## src/rtl/cog_vcap_pkg.sv

```systemverilog
// cog_vcap_pkg: shared capture modes, cap field positions and pixels-per-word helper.
package cog_vcap_pkg;
  typedef enum logic [1:0] {OFF, B1, B2, B8} mode_t;
  localparam int MODE_LSB = 29;
  localparam int GRP_LSB  = 9;
  localparam int SEL_LSB  = 12;
  localparam int MASK_LSB = 0;
  function automatic logic [5:0] ppw(mode_t md);
    return md == B8 ? 6'd4 : md == B2 ? 6'd16 : md == B1 ? 6'd32 : 6'd0;
  endfunction
endpackage

```

## src/rtl/cog_vcap_sync.sv

```systemverilog
// cog_vcap_sync: STAGES-deep 32-bit pin synchronizer, no reset.
//   clk_cog: clock, d: raw async pins, q: synchronized pins
module cog_vcap_sync #(
  parameter int STAGES = 2
) (
  input  logic        clk_cog,
  input  logic [31:0] d,
  output logic [31:0] q
);
  logic [31:0] ff [STAGES];
  always_ff @(posedge clk_cog) begin
    ff[0] <= d;
    for (int i = 1; i < STAGES; i++) ff[i] <= ff[i-1];
  end
  assign q = ff[STAGES-1];
endmodule

```

## src/rtl/cog_vcap.sv

```systemverilog
// cog_vcap: per-cog video capture, packs sampled pin pixels LSB-first into 32-bit words.
//   clk_cog/nres: clock and sync active-low reset; ena: cog running
//   setcap/setscl/data: config and scale writes; getcap/ack/word: word handshake
//   pin_in: raw pins; ovf: sticky overrun
module cog_vcap
  import cog_vcap_pkg::*;
#(
  parameter int SYNC_STAGES = 2
) (
  input  logic        clk_cog,
  input  logic        nres,
  input  logic        ena,
  input  logic        setcap,
  input  logic        setscl,
  input  logic [31:0] data,
  input  logic        getcap,
  input  logic [31:0] pin_in,
  output logic        ack,
  output logic [31:0] word,
  output logic        ovf
);
  logic [31:0] sp, sr, shifted;
  mode_t       mode;
  logic [1:0]  grp, px2;
  logic [2:0]  sel;
  logic [7:0]  mask, scl, cnt, m;
  logic [4:0]  pix;
  logic        strobe, last, unused_data;
  cog_vcap_sync #(.STAGES(SYNC_STAGES)) u_sync (.clk_cog, .d(pin_in), .q(sp));
  assign m = sp[{grp, 3'b000} +: 8] & mask;
  assign px2 = m[{sel[2:1], 1'b0} +: 2];
  // cnt counts down to 1; a load of 0 wraps through 255 so scl=0 means 256 clocks
  assign strobe = mode != OFF && cnt == 8'd1;
  assign last = strobe && pix == 5'(ppw(mode) - 6'd1);
  assign shifted = mode == B8 ? {m, sr[31:8]} : mode == B2 ? {px2, sr[31:2]} : {m[sel], sr[31:1]};
  assign unused_data = ^{data[31], data[28:15], data[11], data[8]};
  always_ff @(posedge clk_cog) begin
    if (!nres) begin
      mode <= OFF;
      grp  <= '0;
      sel  <= '0;
      mask <= '0;
      scl  <= '0;
      cnt  <= '0;
      pix  <= '0;
      sr   <= '0;
      word <= '0;
      ack  <= 1'b0;
      ovf  <= 1'b0;
    end else begin
      if (setscl) scl <= data[7:0];
      if (!ena) begin
        mode <= OFF;
        grp  <= '0;
        sel  <= '0;
        mask <= '0;
        cnt  <= '0;
        pix  <= '0;
        sr   <= '0;
        word <= '0;
        ack  <= 1'b0;
        ovf  <= 1'b0;
      end else if (setcap) begin
        mode <= mode_t'(data[MODE_LSB +: 2]);
        grp  <= data[GRP_LSB +: 2];
        sel  <= data[SEL_LSB +: 3];
        mask <= data[MASK_LSB +: 8];
        cnt  <= setscl ? data[7:0] : scl;
        pix  <= '0;
        sr   <= '0;
        ack  <= 1'b0;
        ovf  <= 1'b0;
      end else begin
        if (mode != OFF) cnt <= strobe ? scl : cnt - 8'd1;
        if (strobe) begin
          sr  <= shifted;
          pix <= last ? 5'd0 : pix + 5'd1;
        end
        // a completed word always lands; overrun only if the old one was not taken this cycle
        if (last) begin
          word <= shifted;
          ack  <= 1'b1;
          ovf  <= ovf | (ack & ~getcap);
        end else if (getcap && ack) ack <= 1'b0;
      end
    end
  end
endmodule

```

## config.mk

```make
export PLATFORM = sky130hd
export DESIGN_NAME = cog_vcap
export DESIGN_NICKNAME = d
export VERILOG_FILES = /design/src/rtl/cog_vcap_pkg.sv /design/src/rtl/cog_vcap_sync.sv /design/src/rtl/cog_vcap.sv
export SDC_FILE = /design/constraint.sdc
export NUM_CORES = 1
export LEC_CHECK = 0
export ABC_AREA = 1
export ABC_CLOCK_PERIOD_IN_PS = 4970
export CORE_MARGIN = 4
export CORE_UTILIZATION = 25
export CTS_BUF_LIST = sky130_fd_sc_hd__clkbuf_8
export DETAILED_ROUTE_END_ITERATION = 12
export SLEW_MARGIN = 20
export SYNTH_ARGS = -nofsm -noshare
export SYNTH_HDL_FRONTEND = slang
export SYNTH_SLANG_ARGS = --single-unit
```

## constraint.sdc

```tcl
create_clock -name clk_cog -period 4.97 [get_ports clk_cog]
set_clock_uncertainty 0.1 [all_clocks]
set_input_delay 0.497 -clock clk_cog [delete_from_list [all_inputs] [get_ports clk_cog]]
set_output_delay 0.497 -clock clk_cog [all_outputs]
set_load 0.01 [all_outputs]
```

== Yosys cells after proc, flatten, opt, wreduce, memory -nomap -nowiden ==
Memories as Yosys holds them, arrays and structs flattened.
Cells that the tools add are included.
Word-level totals
  input bits: 70
  bits in registers: 102
  word-level logic and storage cells: 51
  output and inout bits: 34
  bits in writable memories: 64
  memories kept: 1
Memories
  u_sync.ff: depth 2, width 32, read ports 2, clocked after memory_dff 0, wr ports 2, line cog_vcap_sync.sv:10  | logic [31:0] ff [STAGES];
Operators by class
  $lt $le $gt $ge: 1
  add/subtract/negate cells: 3
  eq/ne operators: 4
  reduce and logical (&&, ||, !) cells: 9
  shift operators: 2
  multiplexer cells: 13
  bitwise logic cells: 7
Operators with widths (number)
  32-bit two-way mux: 2
  8-bit two-way mux: 4
  32-bit by 6-bit variable part select with 8-bit output: 1
  5-bit two-way mux: 3
  8-bit AND: 1
  8-bit by 1-bit == test with 1-bit output, second input constant: 1
  8-bit by 4-bit variable part select with 2-bit output: 1
  8-bit by 1-bit subtractor with 8-bit output, second input constant: 1
  2-bit nonzero test: 3
  5-bit by 1-bit adder with 5-bit output, second input constant: 1
  5-bit == test: 1
  5-bit by 1-bit subtractor with 5-bit output, second input constant: 1
  2-bit == test, second input constant: 2
  3-bit by 4-bit < comparator with 1-bit output, second input constant: 1
  1-bit inverter: 4
  2-bit AND reduction: 2
  1-bit binary-select mux with 3-bit select: 1
  1-bit logical AND: 3
  1-bit two-way mux: 3
  3-bit OR reduction: 1
  1-bit AND: 1
  1-bit bitwise OR: 1

== Depth between registers and ports, before layout ==
Gate-level depths: netlist of run 1.
  word-level depth: 7
  mapped depth: 13
  gate-level depth less buffers: 11

== Modules after synthesis ==
Synthesis of run 1 repeated with hierarchy kept, for this count alone.
Second synthesis, totals
  cell total of the unflattened synthesis: 794
  area, all modules: 6329.8 µm²
Modules (own cells, without submodules)
  cog_vcap: cells an instance 698, seq. area each 2021.9 µm², area each 4808.4 µm², instances 1
  cog_vcap_sync: cells an instance 96, seq. area each 1281.2 µm², area each 1521.5 µm², instances 1

== Least setup slack after synthesis of run 1 ==
OpenSTA, ideal clock, no wires.
  kind: reg2reg
  start point: reg cnt[1]
  end point: reg word[6]
  setup time: 0.116 ns
  arrival time: 1.551 ns
  setup slack: 3.202 ns
  cell stages (with the launch flop): 13
  buffers on the path: 2
  period minus slack after synthesis: 1.768 ns
  data required time: 4.754 ns
  cell sequence: dfxtp_1 inv_1 ha_1 inv_1 nor3_2 nand3_4 nor2_4 nand2_2 nor2_2 buf_6 buf_6 nand2_1 o211a_1
On the way
  word-level cells in the longest chain between the ends: 4
RTL lines
  start, declared: line cog_vcap.sv:26  | logic [7:0] mask, scl, cnt, m;
  start signal, assigned: line cog_vcap.sv:68  | cnt <= setscl ? data[7:0] : scl;
  start signal, assigned: line cog_vcap.sv:74  | if (mode != OFF) cnt <= strobe ? scl : cnt - 8'd1;
  8-bit by 1-bit == test with 1-bit output: line cog_vcap.sv:33  | assign strobe = mode != OFF && cnt == 8'd1;
  1-bit logical AND: line cog_vcap.sv:33
  1-bit logical AND: line cog_vcap.sv:34  | assign last = strobe && pix == 5'(ppw(mode) - 6'd1);
  2-bit AND reduction (no line)
  end signal, assigned: line cog_vcap.sv:81  | word <= shifted;
  end, declared: line cog_vcap.sv:19  | output logic [31:0] word,
Every way passes these cells.
A chain may end at the register's enable or synchronous reset.

== Final worst setup path of run 1 ==
  start point: reg mode[1]
  end point: reg word[6]
On the way
  word-level cells in the longest chain between the ends: 7
  elaborated cells on any way between the ends: 12
  those cells by class: add/sub (1); eq/ne (3); mux (4); reduce/logical (4)
RTL lines
  start, declared: line cog_vcap.sv:23  | mode_t mode;
  start signal, assigned: line cog_vcap.sv:64  | mode <= mode_t'(data[MODE_LSB +: 2]);
  2-bit == test: line cog_vcap_pkg.sv:9, cog_vcap.sv:35
  5-bit two-way mux (2 in series): line cog_vcap_pkg.sv:9  | return md == B8 ? 6'd4 : md == B2 ? 6'd16 : md == B1 ? 6'd32 : 6'd0;
  5-bit by 1-bit subtractor with 5-bit output: line cog_vcap.sv:34
  5-bit == test: line cog_vcap.sv:34
  1-bit logical AND: line cog_vcap.sv:34
  2-bit AND reduction (no line)
Parallel ways exist; a longest one is shown, timed or not.

==> results of run 1 <==
==> worst max-delay path by stage <==
| stage | endpoint | slack, ns | cells after the start |
|---|---|---|---|
| 2_1_floorplan | word[6] | 3.20 | 12 |
| 3_3_place_gp | word[19] | 2.17 | 10 |
| 3_5_place_dp | word[6] | 2.14 | 10 |
| 4_1_cts | word[6] | 2.13 | 10 |
| 5_1_grt | word[6] | 1.87 | 10 |
| 6_report | word[6] | 2.16 | 10 |
==> worst max-delay path: cells and delay by family (launching register included) <==
family                 cells  cell delay [ns]
AND/OR/NAND/NOR            6             1.24
buffers and inverters      3             0.90
flip-flops                 1             0.31
AO/OA/AOI/OAI              1             0.12
==> Yosys cell counts (3+ instances only) <==
library cell  instances  area, um2
inv_1                77        289
o21ai_1               5       25.0
nand2_1             114        428
clkbuf_1             28        105
buf_2                 5       25.0
nand3_1              39        195
o211a_1              23        230
xnor2_1               3       26.3
a21oi_1              74        370
ha_1                  3       37.5
o22ai_1              16        100
inv_2                 3       11.3
buf_6                 5       56.3
o21ai_0              74        370
xor2_1                3       26.3
dfxtp_1             165       3300
o221ai_1              6       52.6
nor2_1               57        214
clkinv_1              4       15.0
o211ai_1              4       30.0
a221oi_1              6       52.6
==> report_power, final <==
group | switching, W | internal (W)
Combinational | 0.0000909 | 0.0000750
Sequential | 0.0000196 | 0.00136
Clock | 0.000542 | 0.000472
Total | 0.000653 | 0.00191
==> final cells by class <==
| class | count | area, um2 |
|---|---|---|
| inverter | 84 | 315 |
| clock buffer | 17 | 234 |
| multi-input combinational | 448 | 2340 |
| timing repair buffer | 91 | 898 |
| sequential | 165 | 3300 |
| fill | 2612 | 16600 |
| tap | 324 | 405 |
| clock inverter | 15 | 186 |
==> state kept, by name, summed over array words and instances, names as in the netlist, 2 cells and up <==
register and cells:
mode 2, sel 3, cnt 8, u_sync.ff 64, word 32, mask 8
grp 2, scl 8, sr 31, pix 5
==> through the flow <==
stage | worst slack [ns] | hold slack, ns | cell area [um2] | total power (W) | instances
after global placement | 2.17 | 0.211 | 7260 | 0.00158 | 1112
after global routing | 1.87 | 0.234 | 7680 | 0.00268 | 1144
after floorplan | 3.20 | 0.210 | 6150 | 0.00151 | 737
after CTS | 2.13 | 0.228 | 7680 | 0.00260 | 1144
after detailed placement | 2.14 | 0.212 | 7260 | 0.00158 | 1112
final | 2.16 | 0.228 | 7680 | 0.00256 | 1144
==> logic make-up after synthesis <==
kind of cell / synth area share
fa+ha+maj: 0.00610
simple gates: 0.157
flops: 0.537
compound gates: 0.208
buf+inv: 0.0840
xor+xnor: 0.00854
==> per-layer routing <==
| metal | share of wire | vias to the layer above | wire length [um] |
|---|---|---|---|
| met4 | 0.019 | 0 | 280 |
| met3 | 0.054 | 20 | 817 |
| met5 | 0 | - | 0 |
| met2 | 0.46 | 113 | 6880 |
| li1 | - | 2592 | - |
| met1 | 0.47 | 2268 | 7050 |
==> impl_metrics.toml, run 1 <==
[pwr]
ir_worst_vdd_mv = 0.157
power_density_nw_per_um2 = 334
leakagePower_nw = 3.19

[sta]
rsz0062_at_grt = "no"
slew_headroom = 0.442
final_max_slew_viol_count = 0
min_period_over_period = 0.565
finalSetupViolCount = 0
tns_ns = 0
fmax_ghz = 0.356
fin_crit_ns = 2.81
hold_violations = 0
tightest_slew_ns = 0.836

[global_routing]
met3_usage = 0.0317
gr-total-overflow = 0
use_met2 = 0.184
grtUsageMet1 = 0.143
grt_max_degree = 56
grt_pass1_wl_um = 24200
grt_pass1_vias = 4776
top_usage_layer = "met2"
gr-usage-all-layers = 0.113
antenna_found_initial = 0

[critical_path]
end_kind = "register"
critPathRequiredTime_ns = 5.22
cpMaxStageDelayCell = "nor2_4"
rr_worst_depth = 10
r2r_slack_ns = 2.16
reg2reg_from = "mode[1]"
worst_path_largest_cell_delay_ns = 0.44
crit_chain = "buf_4 -> inv_2 -> nand2_2 -> nand3_4 -> nor2_4 -> nand2_2 -> nor2_4 -> buf_4 -> nand2_1 -> o211a_1"
path_class = "reg2reg"
arrival_ns = 3.06
rr_endpoint = "word[6]"
cp-startpoint = "mode[1]"
startpoint_type = "register"
cp_max_fo = 32

[cells_and_area]
area_growth_pct = 24.8
antennaDiodeCount = 0
fin_util = 0.317
final_layout_size_suffix_gt1_frac = 0.0610
finalNetCount = 880
layout_commonest_cell = "dfxtp_1"
layout_common_cells = "dfxtp_1 (165), nand2_1 (114), clkdlybuf4s50_1 (86), inv_1 (78)"

[floorplan]
die_h_um = 165
ios = 104
num_rows = 57
core_area_um2 = 24200
initial_core_util = 0.254
dieArea_um2 = 27200
fp.dieW_um = 165

[yosys]
synth_edf_count = 0
synthDistinctLibCells = 37
synth.yosys.seq_area_share = 0.537
yosys_warnings = 0
netlist_area_um2 = 6150
synth-seq-cells = 165
synthArstFlopShare = 0
ys.flop_type = "dfxtp_1"
avgSynthCellArea_um2 = 8.35
synthCells = 737
syn_nets = 810

[clocking]
cts_made_buffers = 17
clk_latency_ns = 0.45
clk_pin_slew_ns = 0.10
clock_sinks = 165
hold_buffers = 0
cts_tree = "done"
cts_root_buf = "clkbuf_8"
htreeDepth = 4
clockBufferDepth = 2
cts_resized = 0
cts_setup_buffers = 0

[placed_design]
portBuffers = 86
place.gp.congestion = 0.800
dp_hpwl_um = 10400

[detailed_routing]
drc_errors = 0
first_pass_iters = 5
first_iter_violations = 301
vias_per_cell = 4.36
via_count = 4993
ant_nets = 0
post_drt_wl_per_cell_um = 13.1
wirelength_um = 15000

[status]
status = "finished clean"

[worst_hold_path]
holdCritStartpoint = "u_sync.ff[0][31]"
holdPathStages = 0
hold_path_end = "u_sync.ff[0][63]"
worst_hold_path_type = "reg2reg"

[flow_run]
timing.max_cap.violations = 0
No activity file was read; power rests on OpenSTA's default activity.
==> inputs of run 2 (changes only) <==
--- a/config.mk
+++ b/config.mk
@@ -6,7 +6,7 @@
 export NUM_CORES = 1
 export LEC_CHECK = 0
 export ABC_AREA = 1
-export ABC_CLOCK_PERIOD_IN_PS = 4970
+export ABC_CLOCK_PERIOD_IN_PS = 2900
 export CORE_MARGIN = 4
 export CORE_UTILIZATION = 25
 export CTS_BUF_LIST = sky130_fd_sc_hd__clkbuf_8
==> constraint.sdc (replaced) <==
create_clock -name clk_cog -period 2.9 [get_ports clk_cog]
set_clock_uncertainty 0.1 [all_clocks]
set_input_delay 0.29 -clock clk_cog [delete_from_list [all_inputs] [get_ports clk_cog]]
set_output_delay 0.29 -clock clk_cog [all_outputs]
set_load 0.01 [all_outputs]
==> impl_metrics.toml, run 2 (synthesized netlist as in run 1, its figures left out) <==
[floorplan]
ios = 104
num_rows = 57
fp.dieW_um = 165
dieArea_um2 = 27200
core_area_um2 = 24200
die_h_um = 165
initial_core_util = 0.254

[detailed_routing]
first_pass_iters = 5
vias_per_cell = 4.36
ant_nets = 0
first_iter_violations = 311
via_count = 5031
wirelength_um = 15200
drc_errors = 0
post_drt_wl_per_cell_um = 13.2

[critical_path]
cp-startpoint = "cnt[0]"
rr_worst_depth = 10
end_kind = "register"
reg2reg_from = "cnt[0]"
arrival_ns = 2.63
r2r_slack_ns = 0.51
startpoint_type = "register"
path_class = "reg2reg"
critPathRequiredTime_ns = 3.14
cp_max_fo = 42

[global_routing]
antenna_found_initial = 0
grt_pass1_wl_um = 24600
grt_pass1_vias = 4870
gr-usage-all-layers = 0.116
grt_max_degree = 54
gr-total-overflow = 0

[cells_and_area]
largest_reg_flops = 64
finalNetCount = 890
multi_input_area_um2 = 2340
largest-register = "u_sync.ff"
final_layout_size_suffix_gt1_frac = 0.0735
fill_cells = 2592
top_regs = "u_sync.ff x64, word x32, sr x31"
antennaDiodeCount = 0
layout_common_cells = "dfxtp_1 (165), nand2_1 (114), clkdlybuf4s50_1 (86), inv_1 (77)"
seq_area_um2 = 3300
area_growth_pct = 26.0
layout_commonest_cell = "dfxtp_1"

[clocking]
hold_buffers = 0
cts_resized = 0
cts_root_buf = "clkbuf_8"
clock_sinks = 165
cts_tree = "done"
clockBufferDepth = 2
clk_pin_slew_ns = 0.11
htreeDepth = 4
cts_made_buffers = 17
cts_setup_buffers = 0
clk_latency_ns = 0.45

[pwr]
power_density_nw_per_um2 = 556
p_int_w = 0.00313
power.share.sequential = 0.548
p_comb_frac = 0.068
leakagePower_nw = 3.24
swShare = 0.274
ir_worst_vdd_mv = 0.322
clkPwrFrac = 0.384
p_sw_w = 0.00118

[worst_hold_path]
holdPathStages = 1
worst_hold_path_type = "in2reg"
holdCritStartpoint = "pin_in[5]"

[sta]
fin_crit_ns = 2.39
fmax_ghz = 0.418
setup_slack_ns = 0.510
finalSetupViolCount = 0
final_max_slew_viol_count = 0
min_period_over_period = 0.824
tns_ns = 0
hold_violations = 0
rsz0062_at_grt = "no"
tightest_slew_ns = 0.526
slew_headroom = 0.649

[placed_design]
dp_hpwl_um = 10600
portBuffers = 86
pre_cts_ws_ns = 0.531
place.gp.congestion = 0.820

[flow_run]
timing.max_cap.violations = 0

[status]
status = "finished clean"
[run 2: changes by cell type in the layout (fill, tap and decap cells not counted)]
| cell | before | now |
|---|---|---|
| inv_6 | 4 | 3 |
| clkinv_4 | 0 | 2 |
| bufinv_16 | 2 | 0 |
| clkinv_2 | 0 | 1 |
| clkinvlp_4 | 2 | 0 |
| inv_1 | 78 | 77 |
| clkinv_8 | 1 | 7 |
| buf_4 | 5 | 15 |
| inv_8 | 5 | 2 |
[run 2: power groups by stage]
stage / Combinational [W] / Clock (W) / Sequential [W]
6_report: 0.000294 / 0.00165 / 0.00236
3_3_place_gp: 0.000294 / 0 / 0.00242
2_1_floorplan: 0.000171 / 0 / 0.00241
4_1_cts: 0.000297 / 0.00171 / 0.00236
3_5_place_dp: 0.000296 / 0 / 0.00242
5_1_grt: 0.000332 / 0.00181 / 0.00237
[run 2: routing by layer]
metal  vias to the layer above  track usage  share of wire
li1                       2612            -              -
met1                      2278        0.145           0.46
met2                       119        0.188           0.46
met3                        22       0.0327          0.055
met4                         0       0.0442          0.023
met5                         -            0              0
[run 2: through the flow]
step,total power [W],std cells,hold slack [ns],utilization,instance area (um2)
3_5_place_dp,0.00271,1122,0.213,0.302,7330
4_1_cts,0.00438,1154,0.132,0.320,7750
5_1_grt,0.00452,1154,0.116,0.320,7750
3_3_place_gp,0.00271,1122,0.212,0.302,7330
6_report,0.00431,1154,0.164,0.320,7750
2_1_floorplan,0.00258,737,0.210,-,6150
[run 2: worst paths after layout]
kind / to
min: u_sync.ff[0][5]
min reg2reg: u_sync.ff[0][63]
max reg2reg: word[17]
max: word[17]
[run 2: final cells by class]
cell class,instances,share of cell area
sequential,165,0.426
multi-input combinational,448,0.301
timing repair buffer,101,0.126
tap,324,0.0523
inverter,84,0.0407
clock buffer,17,0.0302
clock inverter,15,0.0239
[run 2: critical path, stage by stage, from the launching register on]
cell	delay, ns
dfxtp_1	0.41
ha_1	0.20
inv_1	0.05
nor3_2	0.17
nand3_4	0.31
nor2_4	0.19
nand2_2	0.11
nor2_4	0.11
buf_4	0.36
nand2_1	0.10
o211a_1	0.13
